--- config.mk ---
export PLATFORM = sky130hd
export DESIGN_NAME = mem_reinit_ctrl
export DESIGN_NICKNAME = d
export VERILOG_FILES = /design/src/rtl/mem_reinit_ctrl.sv
export SDC_FILE = /design/constraint.sdc
export NUM_CORES = 1
export LEC_CHECK = 0
export ABC_AREA = 1
export CAP_MARGIN = 20
export CORE_MARGIN = 2
export CORE_UTILIZATION = 45
export CTS_CLUSTER_SIZE = 8
export DETAILED_ROUTE_END_ITERATION = 10
export PLACE_DENSITY = 0.79
export SLEW_MARGIN = 20
export SYNTH_ARGS = -nofsm -noshare
export SYNTH_HDL_FRONTEND = slang
export SYNTH_SLANG_ARGS = --single-unit
--- constraint.sdc ---
create_clock -name clk -period 1.8 [get_ports clk]
set_input_delay 0.36 -clock clk [delete_from_list [all_inputs] [get_ports clk]]
set_output_delay 0.36 -clock clk [all_outputs]
set_load 0.005 [all_outputs]
--- src/rtl/mem_reinit_ctrl.sv ---
// Write-port arbiter for a block-RAM wrapper: user writes in IDLE, or a sequential
// re-initialisation fill of DEPTH_MEM words streamed in address order.
module mem_reinit_ctrl #(
    parameter int WID_MEM   = 1,
    parameter int EXP_MEM   = 16,
    parameter int DEPTH_MEM = 2**16
) (
    input  logic               clk,
    input  logic               reset,
    input  logic               usr_wr_valid,
    output logic               usr_wr_ready,
    input  logic [EXP_MEM-1:0] usr_waddr,
    input  logic [WID_MEM-1:0] usr_wdata,
    input  logic               usr_rd_valid,
    input  logic [EXP_MEM-1:0] usr_raddr,
    output logic               usr_rdata_valid,
    output logic [WID_MEM-1:0] usr_rdata,
    input  logic               reinit_start,
    input  logic               reinit_abort,
    input  logic               fill_valid,
    output logic               fill_ready,
    input  logic [WID_MEM-1:0] fill_data,
    output logic               busy,
    output logic               done,
    output logic [EXP_MEM:0]   fill_count,
    output logic               mem_we,
    output logic [EXP_MEM-1:0] mem_waddr,
    output logic [WID_MEM-1:0] mem_din,
    output logic [EXP_MEM-1:0] mem_raddr,
    input  logic [WID_MEM-1:0] mem_dout
);

    typedef enum logic [1:0] {IDLE, FILL, DONE} state_t;

    localparam logic [EXP_MEM-1:0] LAST_PTR = EXP_MEM'(DEPTH_MEM - 1);

    state_t             state_q;
    logic [EXP_MEM-1:0] ptr_q;
    logic [EXP_MEM:0]   fill_count_q;
    logic               usr_wr_ready_q;
    logic               busy_q;
    logic               done_q;
    logic               rdata_valid_q;

    logic usr_acc;
    logic beat_acc;

    // Abort wins over a beat offered in the same cycle, so it also gates ready.
    assign fill_ready = (state_q == FILL) && !reinit_abort;
    assign beat_acc   = fill_ready && fill_valid;
    assign usr_acc    = usr_wr_valid && usr_wr_ready_q;

    always_comb begin
        mem_we    = 1'b0;
        mem_waddr = '0;
        mem_din   = '0;
        if (beat_acc) begin
            mem_we    = 1'b1;
            mem_waddr = ptr_q;
            mem_din   = fill_data;
        end else if (usr_acc) begin
            mem_we    = 1'b1;
            mem_waddr = usr_waddr;
            mem_din   = usr_wdata;
        end
    end

    always_ff @(posedge clk or negedge reset) begin
        if (!reset) begin
            state_q        <= IDLE;
            ptr_q          <= '0;
            fill_count_q   <= '0;
            usr_wr_ready_q <= 1'b0;
            busy_q         <= 1'b0;
            done_q         <= 1'b0;
        end else begin
            done_q <= 1'b0;
            case (state_q)
                IDLE: begin
                    if (reinit_start) begin
                        state_q        <= FILL;
                        ptr_q          <= '0;
                        fill_count_q   <= '0;
                        usr_wr_ready_q <= 1'b0;
                        busy_q         <= 1'b1;
                    end else begin
                        usr_wr_ready_q <= 1'b1;
                    end
                end
                FILL: begin
                    if (reinit_abort) begin
                        state_q        <= IDLE;
                        busy_q         <= 1'b0;
                        usr_wr_ready_q <= 1'b1;
                    end else if (beat_acc) begin
                        fill_count_q <= fill_count_q + 1'b1;
                        // ptr holds on the last beat so it never wraps.
                        if (ptr_q == LAST_PTR) begin
                            state_q <= DONE;
                            busy_q  <= 1'b0;
                            done_q  <= 1'b1;
                        end else begin
                            ptr_q <= ptr_q + 1'b1;
                        end
                    end
                end
                DONE: begin
                    state_q        <= IDLE;
                    usr_wr_ready_q <= 1'b1;
                end
                default: begin
                    state_q        <= IDLE;
                    busy_q         <= 1'b0;
                    usr_wr_ready_q <= 1'b0;
                end
            endcase
        end
    end

    always_ff @(posedge clk or negedge reset) begin
        if (!reset) begin
            rdata_valid_q <= 1'b0;
        end else begin
            rdata_valid_q <= usr_rd_valid;
        end
    end

    assign usr_wr_ready    = usr_wr_ready_q;
    assign busy            = busy_q;
    assign done            = done_q;
    assign fill_count      = fill_count_q;
    assign mem_raddr       = usr_raddr;
    assign usr_rdata       = mem_dout;
    assign usr_rdata_valid = rdata_valid_q;

endmodule

==> key figures <==
Placed design
  – Cells after DPL: 534
  – Final HPWL DP: 5160 um
  – PortBufs: 64
  – Final RePlAce weighted congestion: 0.864
  – Placed cell area: 3470 sq um

Global routing
  – Total Routing Usage GR: 28.4%
  – Remaining global-route overflow: 0
  – Number of global-route vias before repair: 3076
  – Largest net degree at the start of global routing: 22
  – Initial antenna violation count: 0
  – First-pass GRT wire length: 14600 um

Floorplanning
  – Core Region: 5920 sq um
  – Initial core utilization: 46.4%
  – Die Y: 82.1 um
  – IO Pins: 99
  – DIE AREA: 6740 sq um
  – Rows: 28
  – Die X: 82.1 um

Pwr
  – PD cells: 1070 nW/um^2
  – Power after layout: 4.67 mW
  – VDD IR-drop max: 0.737 mV
  – Leakage: 1.89 nW

STA
  – Worst-Margin Slew: 590 ps
  – Worst slew margin: 60.7%
  – Period minus WS final: 2230 ps
  – Worst Skew: 14.6 ps
  – Final worst-path cycle share: 124%
  – Endpoints failing setup: 52
  – RSZ-0062 raised after global routing: true
  – Fin Setup TNS: -16600 ps
  – Slew Viols, Final: 0
  – Final hold violation count: 0
  – FMAX: 449 MHz
  – Setup ws final: -426 ps

Synthesis
  – Syn_area_per_cell: 6.85 sq um
  – Mapped Cells: 401
  – Post-synth EDFFs: 0
  – Top FF cell, synth: dfrtp_1
  – Syn_nets: 450
  – Unique masters post-synth: 31
  – Post-synthesis sequential area ratio: 35.5%
  – Post-Syn Area: 2750 sq um
  – Yosys warns: 0
  – Async set or reset register ratio after synthesis: 100%
  – Register bit total from synthesis: 39

Clocking
  – CTS root buffer: clkbuf_8
  – CTS H-tree lvls: 2
  – Max Buffers Root-to-Sink: 2
  – CTS Sinks: 39
  – Hold_buf cts: 0
  – Worst-Skew Late Latency: 300 ps
  – Worst-path clk slew: 80 ps
  – CTS tree: built
  – TritonCTS buffer count: 5

Drt
  – Initial DRC Count: 349
  – # DRC: 0
  – Vias per Instance: 5.73
  – Detailed Route WL: 9910 um
  – Detailed-router iteration count before antenna repair: 5
  – Antenna Nets Post-Route: 0
  – Routed len/inst: 17.2 um
  – Vias: 3293

Layout
  – Share of the core filled with cells: 74.0%
  – Layout cell share with drive strength beyond 1: 33.2%
  – Antenna Cells: 0
  – Commonest cells after routing, fill and taps aside: nand2_1, clkdlybuf4s50_1, nor2_1
  – Fill count: 385
  – Finished Cell Area: 4380 sq um
  – Layout net count: 548
  – Most common cell after layout, fill and taps aside: nand2_1
  – Area grow syn2layout: 59.5%
  – Final Non-Filler Cells: 575

Critical path
  – Worst setup EP type: output pin
  – CP Data Required Time: 1440 ps
  – CP cell instances: inv_2 -> ha_4 -> inv_4 -> nor2_8 -> nand2_8 -> buf_6 -> buf_6 -> buf_6 -> nand3_2 -> o21ai_2 -> buf_2
  – R2R setup slack: -390 ps
  – CP dominant cell by count: buf_6
  – Critical Path AT: 1870 ps
  – Worst r2r dst: fill_count[5]
  – Worst flop-to-flop path startpoint: state_q[1]
  – R2r worst-path depth: 15
  – Crit start category: register
  – Crit Path Class: register to output pin
  – CP max FO: 4
  – Max stage delay on crit path: 390 ps
  – Cell at the slowest stage of the critical path: dfrtp_1

Outcome
  – Status: complete, but fails checks
  – Failing checks: negative setup slack

Hold path
  – HP Class: primary input to async pin

Flow run
  – Max-cap violations: 0
## state kept, by name (all words and copies together) (netlist names)
| signal | count |
|---|---|
| fill_count | 17 |
| ptr_q | 16 |
| usr_rdata_valid | 1 |
| state_q | 2 |
| done | 1 |
| busy | 1 |
| usr_wr_ready | 1 |
## cells in the mapped netlist, types with 2 or more instances
cell type | count | area [sq um]
nand4_1 | 13 | 81.3
nand2_1 | 111 | 417
dfrtp_1 | 39 | 976
inv_1 | 33 | 124
buf_2 | 2 | 10.0
xor2_1 | 5 | 43.8
and3_1 | 2 | 12.5
a21oi_1 | 12 | 60.1
o21ai_1 | 12 | 60.1
nand2_4 | 3 | 33.8
nor2_1 | 51 | 191
nand2_2 | 2 | 12.5
ha_1 | 7 | 87.6
buf_6 | 2 | 22.5
o31ai_1 | 3 | 22.5
buf_4 | 17 | 128
o21bai_1 | 3 | 22.5
clkbuf_1 | 6 | 22.5
nand3_1 | 43 | 215
o21ai_0 | 24 | 120
## logic make-up after synthesis
| group | Yosys count | synth area share (%) |
|---|---|---|
| xor gates and xnor gates | 6 | 1.91 |
| and+or+nand+nor | 230 | 36.9 |
| DFF | 39 | 35.5 |
| adders and majority gates | 7 | 3.19 |
| AOI/OAI and AO/OA | 55 | 10.7 |
| buffers and inverters | 64 | 11.8 |
## timing repair
action,4_1_cts,5_1_grt
gates resized for setup,146,75
pin swaps,13,15
setup buffers,21,10
endpoints found under the setup margin,52,55
cloned,7,0
## layer usage
metal	up-vias	track usage, %	part of all wire, %
li1	1492	-	-
met1	1541	32.2	37
met2	216	47.2	51
met3	44	7.28	8.5
met4	0	18.7	4.1
met5	-	0	0
## worst max-delay path by stage
stage	startpoint	cells past startpoint	to	slack, ps
after floorplan	state_q[1]	8	mem_waddr[7]	20
after global placement	reinit_abort	6	mem_waddr[5]	-590
after detailed placement	reinit_abort	6	mem_waddr[11]	-590
after CTS	state_q[1]	7	fill_ready	-500
after global routing	state_q[1]	11	mem_waddr[3]	-490
final	state_q[1]	11	mem_waddr[3]	-430
## area by class of cell
class | instances | area [sq um] | share of cell area, %
Clock buffer | 8 | 100 | 2.29
Inverter | 36 | 150 | 3.43
Multi-Input combinational cell | 303 | 1930 | 44.1
Sequential cell | 39 | 978 | 22.3
Tap cell | 75 | 93.8 | 2.14
Timing Repair Buffer | 114 | 1120 | 25.7
## per-stage QoR
step                hold slack [ps]  setup WS (ps)
floorplan                      64.4           21.2
global placement                328           -589
detailed placement              331           -594
CTS                            8.09           -498
global route                   27.0           -491
finish                         5.29           -426
## power breakdown
part           internal [mW]  leakage [nW]  total (mW)  switching, mW
combinational           1.36          1.31        2.90           1.54
sequential             0.974         0.529        1.10          0.128
clock                  0.350        0.0515       0.668          0.318
total                   2.69          1.89        4.67           1.98
## critical path: cells and delay by family, from the launching register on
kind | cells | cell delay [ps]
simple gates | 3 | 340
fa+ha+maj | 1 | 150
compound gates | 1 | 60
flops | 1 | 390
buf+inv | 6 | 620
Power figures use the tool's default switching activity.
